<file path="config.mk">
export PLATFORM = sky130hd
export DESIGN_NAME = vga_fifo_wr_ctrl
export DESIGN_NICKNAME = d
export VERILOG_FILES = /design/src/rtl/vga_fifo_pkg.sv /design/src/rtl/pix_xy_counter.sv /design/src/rtl/vga_fifo_wr_ctrl.sv
export SDC_FILE = /design/constraint.sdc
export NUM_CORES = 1
export LEC_CHECK = 0
export BUFFER_PORTS_ARGS = -buffer_cell sky130_fd_sc_hd__buf_2
export CORE_MARGIN = 10
export CORE_UTILIZATION = 54
export DETAILED_ROUTE_END_ITERATION = 8
export GPL_ROUTABILITY_DRIVEN = 1
export PLACE_DENSITY = 0.91
export SYNTH_ARGS = -nofsm -noshare
export SYNTH_HDL_FRONTEND = slang
export SYNTH_SLANG_ARGS = --single-unit
</file>
<file path="constraint.sdc">
create_clock -name clk -period 3 [get_ports clk]
set_clock_uncertainty 0.1 [all_clocks]
set_input_delay 0.6 -clock clk [delete_from_list [all_inputs] [get_ports clk]]
set_output_delay 0.6 -clock clk [all_outputs]
set_load 0.05 [all_outputs]
</file>
<file path="src/rtl/vga_fifo_pkg.sv">
// Shared types and constants for the VGA pixel FIFO write-side controller.
// Provides the controller state encoding, coordinate width, default FIFO
// reset-recovery wait and the position of the start-of-frame bit in a FIFO word.
package vga_fifo_pkg;

  // x/y coordinates are 11-bit unsigned, so frames up to 2048x2048
  localparam int COORD_W      = 11;
  localparam int RST_WAIT_DEF = 8;

  typedef enum logic [1:0] {
    IDLE   = 2'd0,
    ARM    = 2'd1,
    STREAM = 2'd2,
    FINISH = 2'd3
  } state_t;

  // FIFO word is {sof, color}: sof sits just above the color bits
  function automatic int sof_bit(input int cd);
    return cd;
  endfunction

endpackage

</file>
<file path="src/rtl/pix_xy_counter.sv">
// Raster position counter: tracks column/row of the next pixel in an HSIZE x VSIZE frame.
// Ports: clk/reset (sync, active-high), inc_i advances one pixel, clr_i returns to (0,0)
// and wins over inc_i; x_o/y_o current position, last_o at final pixel, first_o at (0,0).
module pix_xy_counter
  import vga_fifo_pkg::*;
#(
  parameter int HSIZE = 640,
  parameter int VSIZE = 480
) (
  input  logic               clk,
  input  logic               reset,
  input  logic               inc_i,
  input  logic               clr_i,
  output logic [COORD_W-1:0] x_o,
  output logic [COORD_W-1:0] y_o,
  output logic               last_o,
  output logic               first_o
);

  localparam logic [COORD_W-1:0] X_MAX = COORD_W'(HSIZE - 1);
  localparam logic [COORD_W-1:0] Y_MAX = COORD_W'(VSIZE - 1);

  logic [COORD_W-1:0] x_q, x_d;
  logic [COORD_W-1:0] y_q, y_d;

  always_comb begin
    x_d = x_q;
    y_d = y_q;
    if (clr_i) begin
      x_d = '0;
      y_d = '0;
    end else if (inc_i) begin
      if (x_q == X_MAX) begin
        x_d = '0;
        y_d = (y_q == Y_MAX) ? '0 : y_q + COORD_W'(1);
      end else begin
        x_d = x_q + COORD_W'(1);
      end
    end
  end

  always_ff @(posedge clk) begin
    if (reset) begin
      x_q <= '0;
      y_q <= '0;
    end else begin
      x_q <= x_d;
      y_q <= y_d;
    end
  end

  assign x_o     = x_q;
  assign y_o     = y_q;
  assign last_o  = (x_q == X_MAX) && (y_q == Y_MAX);
  assign first_o = (x_q == '0) && (y_q == '0);

endmodule

</file>
<file path="src/rtl/vga_fifo_wr_ctrl.sv">
// Write-side controller for the VGA pixel FIFO: accepts pixels over valid/ready, tags
// start-of-frame and registers {sof, color} writes (1-cycle latency). Ports: enable/resync
// control, src_* pixel handshake, x/y position, fifo_* write port and flags, frame_done/overflow/busy status.
module vga_fifo_wr_ctrl
  import vga_fifo_pkg::*;
#(
  parameter int CD       = 12,
  parameter int HSIZE    = 640,
  parameter int VSIZE    = 480,
  parameter int RST_WAIT = RST_WAIT_DEF
) (
  input  logic               clk,
  input  logic               reset,
  input  logic               enable,
  input  logic               resync,
  input  logic               src_valid,
  input  logic [CD-1:0]      src_data,
  output logic               src_ready,
  output logic [COORD_W-1:0] x,
  output logic [COORD_W-1:0] y,
  input  logic               fifo_full,
  input  logic               fifo_almost_full,
  output logic               fifo_wr_en,
  output logic [CD:0]        fifo_wr_data,
  output logic               frame_done,
  output logic               overflow,
  output logic               busy
);

  localparam int          SOF_POS   = sof_bit(CD);
  localparam logic [15:0] WAIT_LOAD = 16'(RST_WAIT - 1);

  state_t      state_q, state_d;
  logic [15:0] wait_q, wait_d;
  logic        wr_en_q;
  logic [CD:0] wr_data_q, wr_data_d;
  logic        frame_done_q;
  logic        overflow_q;

  logic active, fire, wrap, ctr_clr, last, first;

  assign active    = (state_q == STREAM) || (state_q == FINISH);
  assign src_ready = active && !fifo_almost_full;
  assign fire      = src_valid && src_ready;
  // A resync in the same cycle as the final pixel restarts the frame instead of completing it
  assign wrap      = fire && last && !resync;
  // Held clear throughout ARM so streaming always begins at (0,0)
  assign ctr_clr   = (state_q == ARM) || (active && resync);

  pix_xy_counter #(
    .HSIZE (HSIZE),
    .VSIZE (VSIZE)
  ) u_xy (
    .clk     (clk),
    .reset   (reset),
    .inc_i   (fire),
    .clr_i   (ctr_clr),
    .x_o     (x),
    .y_o     (y),
    .last_o  (last),
    .first_o (first)
  );

  always_comb begin
    state_d = state_q;
    wait_d  = wait_q;
    case (state_q)
      IDLE: begin
        if (enable) begin
          state_d = ARM;
          wait_d  = WAIT_LOAD;
        end
      end
      ARM: begin
        if (!enable)            state_d = IDLE;
        else if (wait_q == '0)  state_d = STREAM;
        else                    wait_d  = wait_q - 16'd1;
      end
      STREAM: begin
        // Stop request: finish the frame unless this very pixel completes it
        if (!enable) state_d = wrap ? IDLE : FINISH;
      end
      FINISH: begin
        if (wrap)        state_d = IDLE;
        else if (enable) state_d = STREAM;
      end
      default: state_d = IDLE;
    endcase
  end

  always_comb begin
    wr_data_d          = {1'b0, src_data};
    wr_data_d[SOF_POS] = first;
  end

  always_ff @(posedge clk) begin
    if (reset) begin
      state_q      <= IDLE;
      wait_q       <= '0;
      wr_en_q      <= 1'b0;
      wr_data_q    <= '0;
      frame_done_q <= 1'b0;
      overflow_q   <= 1'b0;
    end else begin
      state_q      <= state_d;
      wait_q       <= wait_d;
      wr_en_q      <= fire;
      frame_done_q <= wrap;
      if (fire) wr_data_q <= wr_data_d;
      if (wr_en_q && fifo_full) overflow_q <= 1'b1;
    end
  end

  assign fifo_wr_en   = wr_en_q;
  assign fifo_wr_data = wr_data_q;
  assign frame_done   = frame_done_q;
  assign overflow     = overflow_q;
  assign busy         = (state_q != IDLE);

endmodule
</file>
==> results of run 1 <==
[per-stage QoR]
step / std cells / worst slack, ps / cell area, um^2 / hold WS (ps) / power [mW]
3_5_place_dp: 435 / 544 / 2980 / 343 / 1.02
3_3_place_gp: 435 / 618 / 2980 / 341 / 1.01
2_1_floorplan: 320 / 423 / 2640 / 358 / 0.965
5_1_grt: 443 / 475 / 3090 / 374 / 1.58
6_report: 443 / 536 / 3090 / 356 / 1.50
4_1_cts: 443 / 545 / 3090 / 358 / 1.51
[critical path: stages, from the launching register on]
cell	delay [ps]
dfxtp_1	370
or4b_4	590
nor4_4	530
nand2_4	120
or4b_1	530
a21oi_1	160
[Yosys cell counts, types with 2 or more instances]
master | count | area, um^2
dfxtp_1 | 56 | 1120
nand2_1 | 44 | 165
nor2_1 | 33 | 124
a21oi_1 | 27 | 135
xnor2_1 | 14 | 123
clkbuf_1 | 13 | 48.8
nand3_1 | 11 | 55.1
inv_1 | 10 | 37.5
nor4_1 | 10 | 62.6
o21ai_0 | 10 | 50.1
xor2_1 | 10 | 87.6
nand4_1 | 9 | 56.3
nor3_1 | 9 | 45.0
or3_1 | 7 | 43.8
ha_1 | 6 | 75.1
nand2b_1 | 5 | 31.3
and2_1 | 4 | 25.0
or2_2 | 4 | 25.0
or4_1 | 4 | 30.0
a211oi_1 | 3 | 22.5
and4_1 | 3 | 26.3
nor2b_1 | 3 | 18.8
a221oi_1 | 2 | 17.5
a31o_2 | 2 | 17.5
nand3b_1 | 2 | 15.0
o311ai_0 | 2 | 17.5
[final cells by class]
cell class | count | area [um^2]
fill | 400 | 1630
multi-input combinational | 241 | 1430
sequential | 56 | 1120
timing repair buffer | 61 | 313
tap | 67 | 83.8
clock buffer | 6 | 72.6
clock inverter | 2 | 38.8
inverter | 10 | 37.5
[worst paths after layout]
path                                  end                          from  slack (ps)  cells after the start
min reg2reg  fifo_wr_data[2]$_SDFFE_PP0N_  fifo_wr_data[2]$_SDFFE_PP0N_         360                      2
max reg2reg      u_xy.y_o[5]$_SDFFE_PP0P_      u_xy.x_o[7]$_SDFFE_PP0N_         540                      5
max              u_xy.y_o[5]$_SDFFE_PP0P_      u_xy.x_o[7]$_SDFFE_PP0N_         540                      5
min          fifo_wr_data[2]$_SDFFE_PP0N_  fifo_wr_data[2]$_SDFFE_PP0N_         360                      2
[kinds of logic after synthesis]
family | after synthesis
AND/OR/NAND/NOR | 157
flip-flops | 56
AO/OA/AOI/OAI | 54
XOR/XNOR | 24
buffers and inverters | 23
adder cells (fa/ha/maj) | 6
[power groups by stage]
stage	sequential (mW)	combinational, mW	clock [mW]
4_1_cts	0.789	0.218	0.506
2_1_floorplan	0.805	0.160	0
5_1_grt	0.794	0.246	0.535
3_3_place_gp	0.805	0.210	0
3_5_place_dp	0.806	0.217	0
6_report	0.789	0.218	0.497
[layer usage]
layer	global-route usage, %	up-vias
met5	0	-
met4	3.58	0
met3	4.66	14
met2	27.1	74
met1	18.2	1153
li1	-	1230
[registers in the layout (all words and copies together), names as in the netlist]
signal	flops
wait_q	16
fifo_wr_data	13
u_xy.x_o	11
u_xy.y_o	11
state_q	2
fifo_wr_en	1
frame_done	1
overflow	1
==> flow_metrics.env, run 1 <==
export IMPL_drc=0
export IMPL_avgViaCountPerCell=5.58
export IMPL_worstMarginPinSlew_ps=669
export IMPL_coreArea_um2=4720
export IMPL_synthSimpleGateAreaFrac_pct=31.1
export IMPL_timing_final_crit_share_pct=82.1
export IMPL_gr_total_overflow=0
export IMPL_path_class="flop to flop"
export IMPL_relSlewSlack_pct=55.0
export IMPL_yosysWarningCount=0
export IMPL_p_per_area_nw_per_um2=486
export IMPL_critPathRequiredTime_ps=3140
export IMPL_wl_met2_mm=3.22
export IMPL_cap_viol_max_count=0
export IMPL_cts_made_buffers=5
export IMPL_power_internal_mw=1.10
export IMPL_grt_max_degree=26
export IMPL_start_util_pct=55.8
export IMPL_path_clk_slew_ps=100
export IMPL_pwr_share_seq_pct=52.5
export IMPL_synth_area_mux_share_pct=0
export IMPL_fin_setup_tns_ps=0
export IMPL_ctsHoldBuffers=0
export IMPL_die_width_um=89.9
export IMPL_rows=25
export IMPL_clockBufferDepth=2
export IMPL_met1Wirelength_mm=2.82
export IMPL_synth_seq_cells=56
export IMPL_cts_tree="done"
export IMPL_pwr_share_clk_pct=33.0
export IMPL_grt_setup_unrepaired="false"
export IMPL_hp_class="flop to flop"
export IMPL_vias=2471
export IMPL_hold_viol=0
export IMPL_grt_use_total_pct=15.6
export IMPL_synthAdderAreaFrac_pct=2.85
export IMPL_port_buffers=58
export IMPL_postSynthAreaPerCell_um2=8.23
export IMPL_synth_nets=345
export IMPL_cts_root_buf="clkbuf_8"
export IMPL_detailed_place_hpwl_mm=4.92
export IMPL_gp_congestion=0.866
export IMPL_synthToLayoutAreaGrowth_pct=17.4
export IMPL_clock_sinks=56
export IMPL_synth_top_family_by_area="simple AND/OR/NAND/NOR gates"
export IMPL_seq_area_frac_synth_pct=42.5
export IMPL_antenna_left=0
export IMPL_synth_cells=320
export IMPL_drive_gt1_share_pct=20.5
export IMPL_synth_distinct_cells=43
export IMPL_cp_max_fo=8
export IMPL_cts_setup_buffers=0
export IMPL_h_tree_depth=2
export IMPL_totalWireLength_mm=6.49
export IMPL_routed_top_layer="met4"
export IMPL_met3_length_um=350
export IMPL_layout_commonest_cell="buf_2"
export IMPL_async_flop_share_pct=0
export IMPL_dieHeight_um=89.9
export IMPL_first_pass_iters=4
export IMPL_grt_pass1_vias=2403
export IMPL_final_cell_mix="buf_2, dfxtp_1, nand2_1"
export IMPL_nNetsFinal=400
export IMPL_wl_per_cell_um=14.7
export IMPL_p_leak_nw=1.26
export IMPL_cts_resized=0
export IMPL_dieArea_um2=8070
export IMPL_grt_pass1_wl_mm=11.0
export IMPL_diodes=0
export IMPL_syn_area_um2=2640
export IMPL_antenna_found_initial=0
export IMPL_max_freq_ghz=0.406
export IMPL_p_comb_share_pct=14.5
export IMPL_power_switching_share_pct=26.6
export IMPL_crit_path_end_kind="flop"
export IMPL_synth_compound_area_share_pct=12.2
export IMPL_worstSetupStartpointType="flop"
export IMPL_status="finished, final reports clean"
export IMPL_drt_iter0_markers=99
export IMPL_power_switching_uw=400
export IMPL_synth_edf_count=0
export IMPL_io_pins=59
export IMPL_cp_data_arrival_time_ps=2610
export IMPL_finalSetupViolations=0
export IMPL_fin_util_pct=65.5
export IMPL_fin_crit_ps=2460
export IMPL_ir_drop_mv=0.425
export IMPL_clock_latency_ps=310
export IMPL_slew_viol_final=0
export IMPL_ys_flop_type="dfxtp_1"
export IMPL_synth_xor_area_share_pct=7.98
No activity file was read; power rests on OpenSTA's default activity.
==> run 2, diff against run 1 <==
Settings changed: ABC_AREA set to 1, CORE_UTILIZATION 54 to 49, PLACE_DENSITY 0.91 to 0.86.
Clock period 3 ns to 2.15 ns, I/O delays scaled along.
==> run 2 against run 1 <==
Effect of this change: design area is 9.5% higher; synthesized area is 10% higher; die area is 17% higher; worst hold slack worse by 140 ps; combinational power is 150% higher; maximum frequency is 27% higher; critical path type unchanged.
==> flow_metrics.env, run 2 <==
export IMPL_status="finished, final reports clean"
export IMPL_cp_cell_sequence="ha_1 -> nand2_1 -> nor2_1 -> nand3b_4 -> nor2_4 -> nand2_2 -> nand2_4 -> inv_2 -> o21ai_1 -> a21oi_1"
export IMPL_synth_nets=444
export IMPL_port_buffers=58
export IMPL_final_cell_mix="nor2_1, nand2_1, buf_2"
export IMPL_timing_final_crit_share_pct=90.0
export IMPL_avgViaCountPerCell=5.35
export IMPL_postSynthAreaPerCell_um2=6.94
export IMPL_p_per_area_nw_per_um2=675
export IMPL_hold_viol=0
export IMPL_antenna_found_initial=0
export IMPL_grt_use_total_pct=15.5
export IMPL_synth_edf_count=0
export IMPL_hp_class="input pin to flop"
export IMPL_largest_register="wait_q"
export IMPL_cts_resized=0
export IMPL_grt_setup_unrepaired="false"
export IMPL_layout_commonest_cell="nor2_1"
export IMPL_cts_tree="done"
export IMPL_dieArea_um2=9420
export IMPL_synth_seq_cells=56
export IMPL_synth_top_family_by_area="simple AND/OR/NAND/NOR gates"
export IMPL_critPathRequiredTime_ps=2260
export IMPL_cts_root_buf="clkbuf_8"
export IMPL_h_tree_depth=2
export IMPL_nNetsFinal=507
export IMPL_multi_input_area_um2=1550
export IMPL_io_pins=59
export IMPL_ctsHoldBuffers=0
export IMPL_clock_sinks=56
export IMPL_synth_area_mux_share_pct=0
export IMPL_ir_drop_mv=0.380
export IMPL_synth_cells=419
export IMPL_synth_common_cells="nor2_1, nand2_1, dfxtp_1"
export IMPL_p_leak_nw=1.56
export IMPL_rows=27
export IMPL_first_pass_iters=5
export IMPL_async_flop_share_pct=0
export IMPL_drt_iter0_markers=274
export IMPL_finalSetupViolations=0
export IMPL_antenna_left=0
export IMPL_cts_made_buffers=5
export IMPL_synth_distinct_cells=39
export IMPL_critPathBufInv=1
export IMPL_max_freq_ghz=0.517
export IMPL_cap_viol_max_count=0
export IMPL_syn_area_um2=2910
export IMPL_path_clk_slew_ps=110
export IMPL_vias=2967
export IMPL_cp_slowest_stage_delay_ps=410
export IMPL_die_width_um=97.0
export IMPL_gp_congestion=0.895
export IMPL_yosys_area_top_type="dfxtp_1"
export IMPL_worstMarginPinSlew_ps=311
export IMPL_gr_total_overflow=0
export IMPL_dieHeight_um=97.0
export IMPL_cp_data_arrival_time_ps=2050
export IMPL_synthAdderAreaFrac_pct=2.58
export IMPL_yosysMostFrequentCell="nor2_1"
export IMPL_start_util_pct=51.5
export IMPL_wl_per_cell_um=13.6
export IMPL_detailed_place_hpwl_mm=5.77
export IMPL_largest_reg_flops=16
export IMPL_relSlewSlack_pct=79.2
export IMPL_finalPower_mw=2.29
export IMPL_crit_path_end_kind="flop"
export IMPL_slowest_stage="dfxtp_1"
export IMPL_worst_path_dominant_cell_family="simple AND/OR/NAND/NOR gates"
export IMPL_synthSimpleGateAreaFrac_pct=37.3
export IMPL_grt_max_degree=22
export IMPL_synthToLayoutAreaGrowth_pct=16.5
export IMPL_slew_viol_final=0
export IMPL_totalWireLength_mm=7.57
export IMPL_grt_pass1_vias=2837
export IMPL_drive_gt1_share_pct=20.9
export IMPL_drc=0
export IMPL_synth_top_area_share_pct=38.6
export IMPL_grt_pass1_wl_mm=12.8
export IMPL_clockBufferDepth=2
export IMPL_clock_latency_ps=320
export IMPL_ys_flop_type="dfxtp_1"
export IMPL_fin_crit_ps=1940
export IMPL_synth_xor_area_share_pct=2.11
export IMPL_fin_setup_tns_ps=0
export IMPL_path_class="flop to flop"
export IMPL_diodes=0
export IMPL_seq_area_um2=1120
export IMPL_yosys_top_cells_area="dfxtp_1, nor2_1, nand2_1"
export IMPL_worstSetupStartpointType="flop"
export IMPL_fillers=497
export IMPL_synth_compound_area_share_pct=11.3
export IMPL_cts_setup_buffers=0
export IMPL_cp_max_fo=6
export IMPL_seq_area_frac_synth_pct=38.6
export IMPL_coreArea_um2=5640
export IMPL_yosysWarningCount=0
[run 2: cell count changes after synthesis, sizes merged, moves of 4 or more]
cell    previous run  this run
and2               4         0
buf                0         5
clkbuf            13         4
inv               10        49
nand2             45        79
nand2b             5         0
nand3             11        22
nor2              33        95
nor3               9        17
nor4              11         3
o21ai             11        22
or3                7         0
or4                4         0
xnor2             14         0
[run 2: final timing paths]
| check | from | to | slack [ps] | cells after the start |
|---|---|---|---|---|
| worst min-delay path | src_data[4] | fifo_wr_data[4]$_SDFFE_PP0N_ | 220 | 3 |
| worst min register to register | wait_q[14]$_SDFFE_PP0P_ | wait_q[14]$_SDFFE_PP0P_ | 390 | 2 |
| worst max register to register | u_xy.x_o[1]$_SDFFE_PP0N_ | u_xy.y_o[8]$_SDFFE_PP0P_ | 210 | 10 |
| worst max-delay path | u_xy.x_o[1]$_SDFFE_PP0N_ | u_xy.y_o[8]$_SDFFE_PP0P_ | 210 | 10 |
[run 2: layer usage]
metal / vias to the layer above / GRT usage, % / routed length [um] / share of wire, %
met5: - / 0 / 0 / 0
met4: 0 / 5.41 / 112 / 1.5
met3: 13 / 4.61 / 568 / 7.5
met2: 117 / 25.6 / 3610 / 48
met1: 1365 / 18.5 / 3280 / 43
li1: 1472 / - / - / -
[run 2: worst register-to-register path: cells and delay by family, from the launching register on]
| kind | cells | cell delay [ps] |
|---|---|---|
| compound gates | 2 | 150 |
| fa+ha+maj | 1 | 210 |
| buf+inv | 1 | 70 |
| flops | 1 | 410 |
| simple gates | 6 | 880 |
[run 2: logic make-up (layout without fill, tap and decap cells)]
| logic type | Yosys count | after routing |
|---|---|---|
| and+or+nand+nor | 230 | 230 |
| AOI/OAI and AO/OA | 61 | 61 |
| buffers and inverters | 59 | 123 |
| DFF | 56 | 56 |
| xor gates and xnor gates | 7 | 7 |
| adders and majority gates | 6 | 6 |
[run 2: area by class of cell]
type	instances	area share, %
Clock buffer	5	2.03
Clock inverter	3	0.812
Inverter	50	5.61
Multi-Input combinational cell	304	45.7
Sequential cell	56	33.1
Tap cell	72	2.66
Timing Repair Buffer	65	10.1
[run 2: report_power, final]
part           switching, mW  leakage [nW]  internal (mW)
Clock                  0.380        0.0463          0.240
Combinational          0.363          1.06          0.172
Sequential            0.0466         0.453           1.08
Total                  0.789          1.56           1.50
[run 2: metrics by stage]
step	utilization, %	instance area, um^2	setup WS, ps	std cells	hold WS (ps)
2_1_floorplan	-	2910	67.0	419	357
3_3_place_gp	58.4	3290	360	547	346
3_5_place_dp	58.4	3290	268	547	374
4_1_cts	60.1	3390	237	555	227
5_1_grt	60.1	3390	62.3	555	220
6_report	60.1	3390	214	555	221
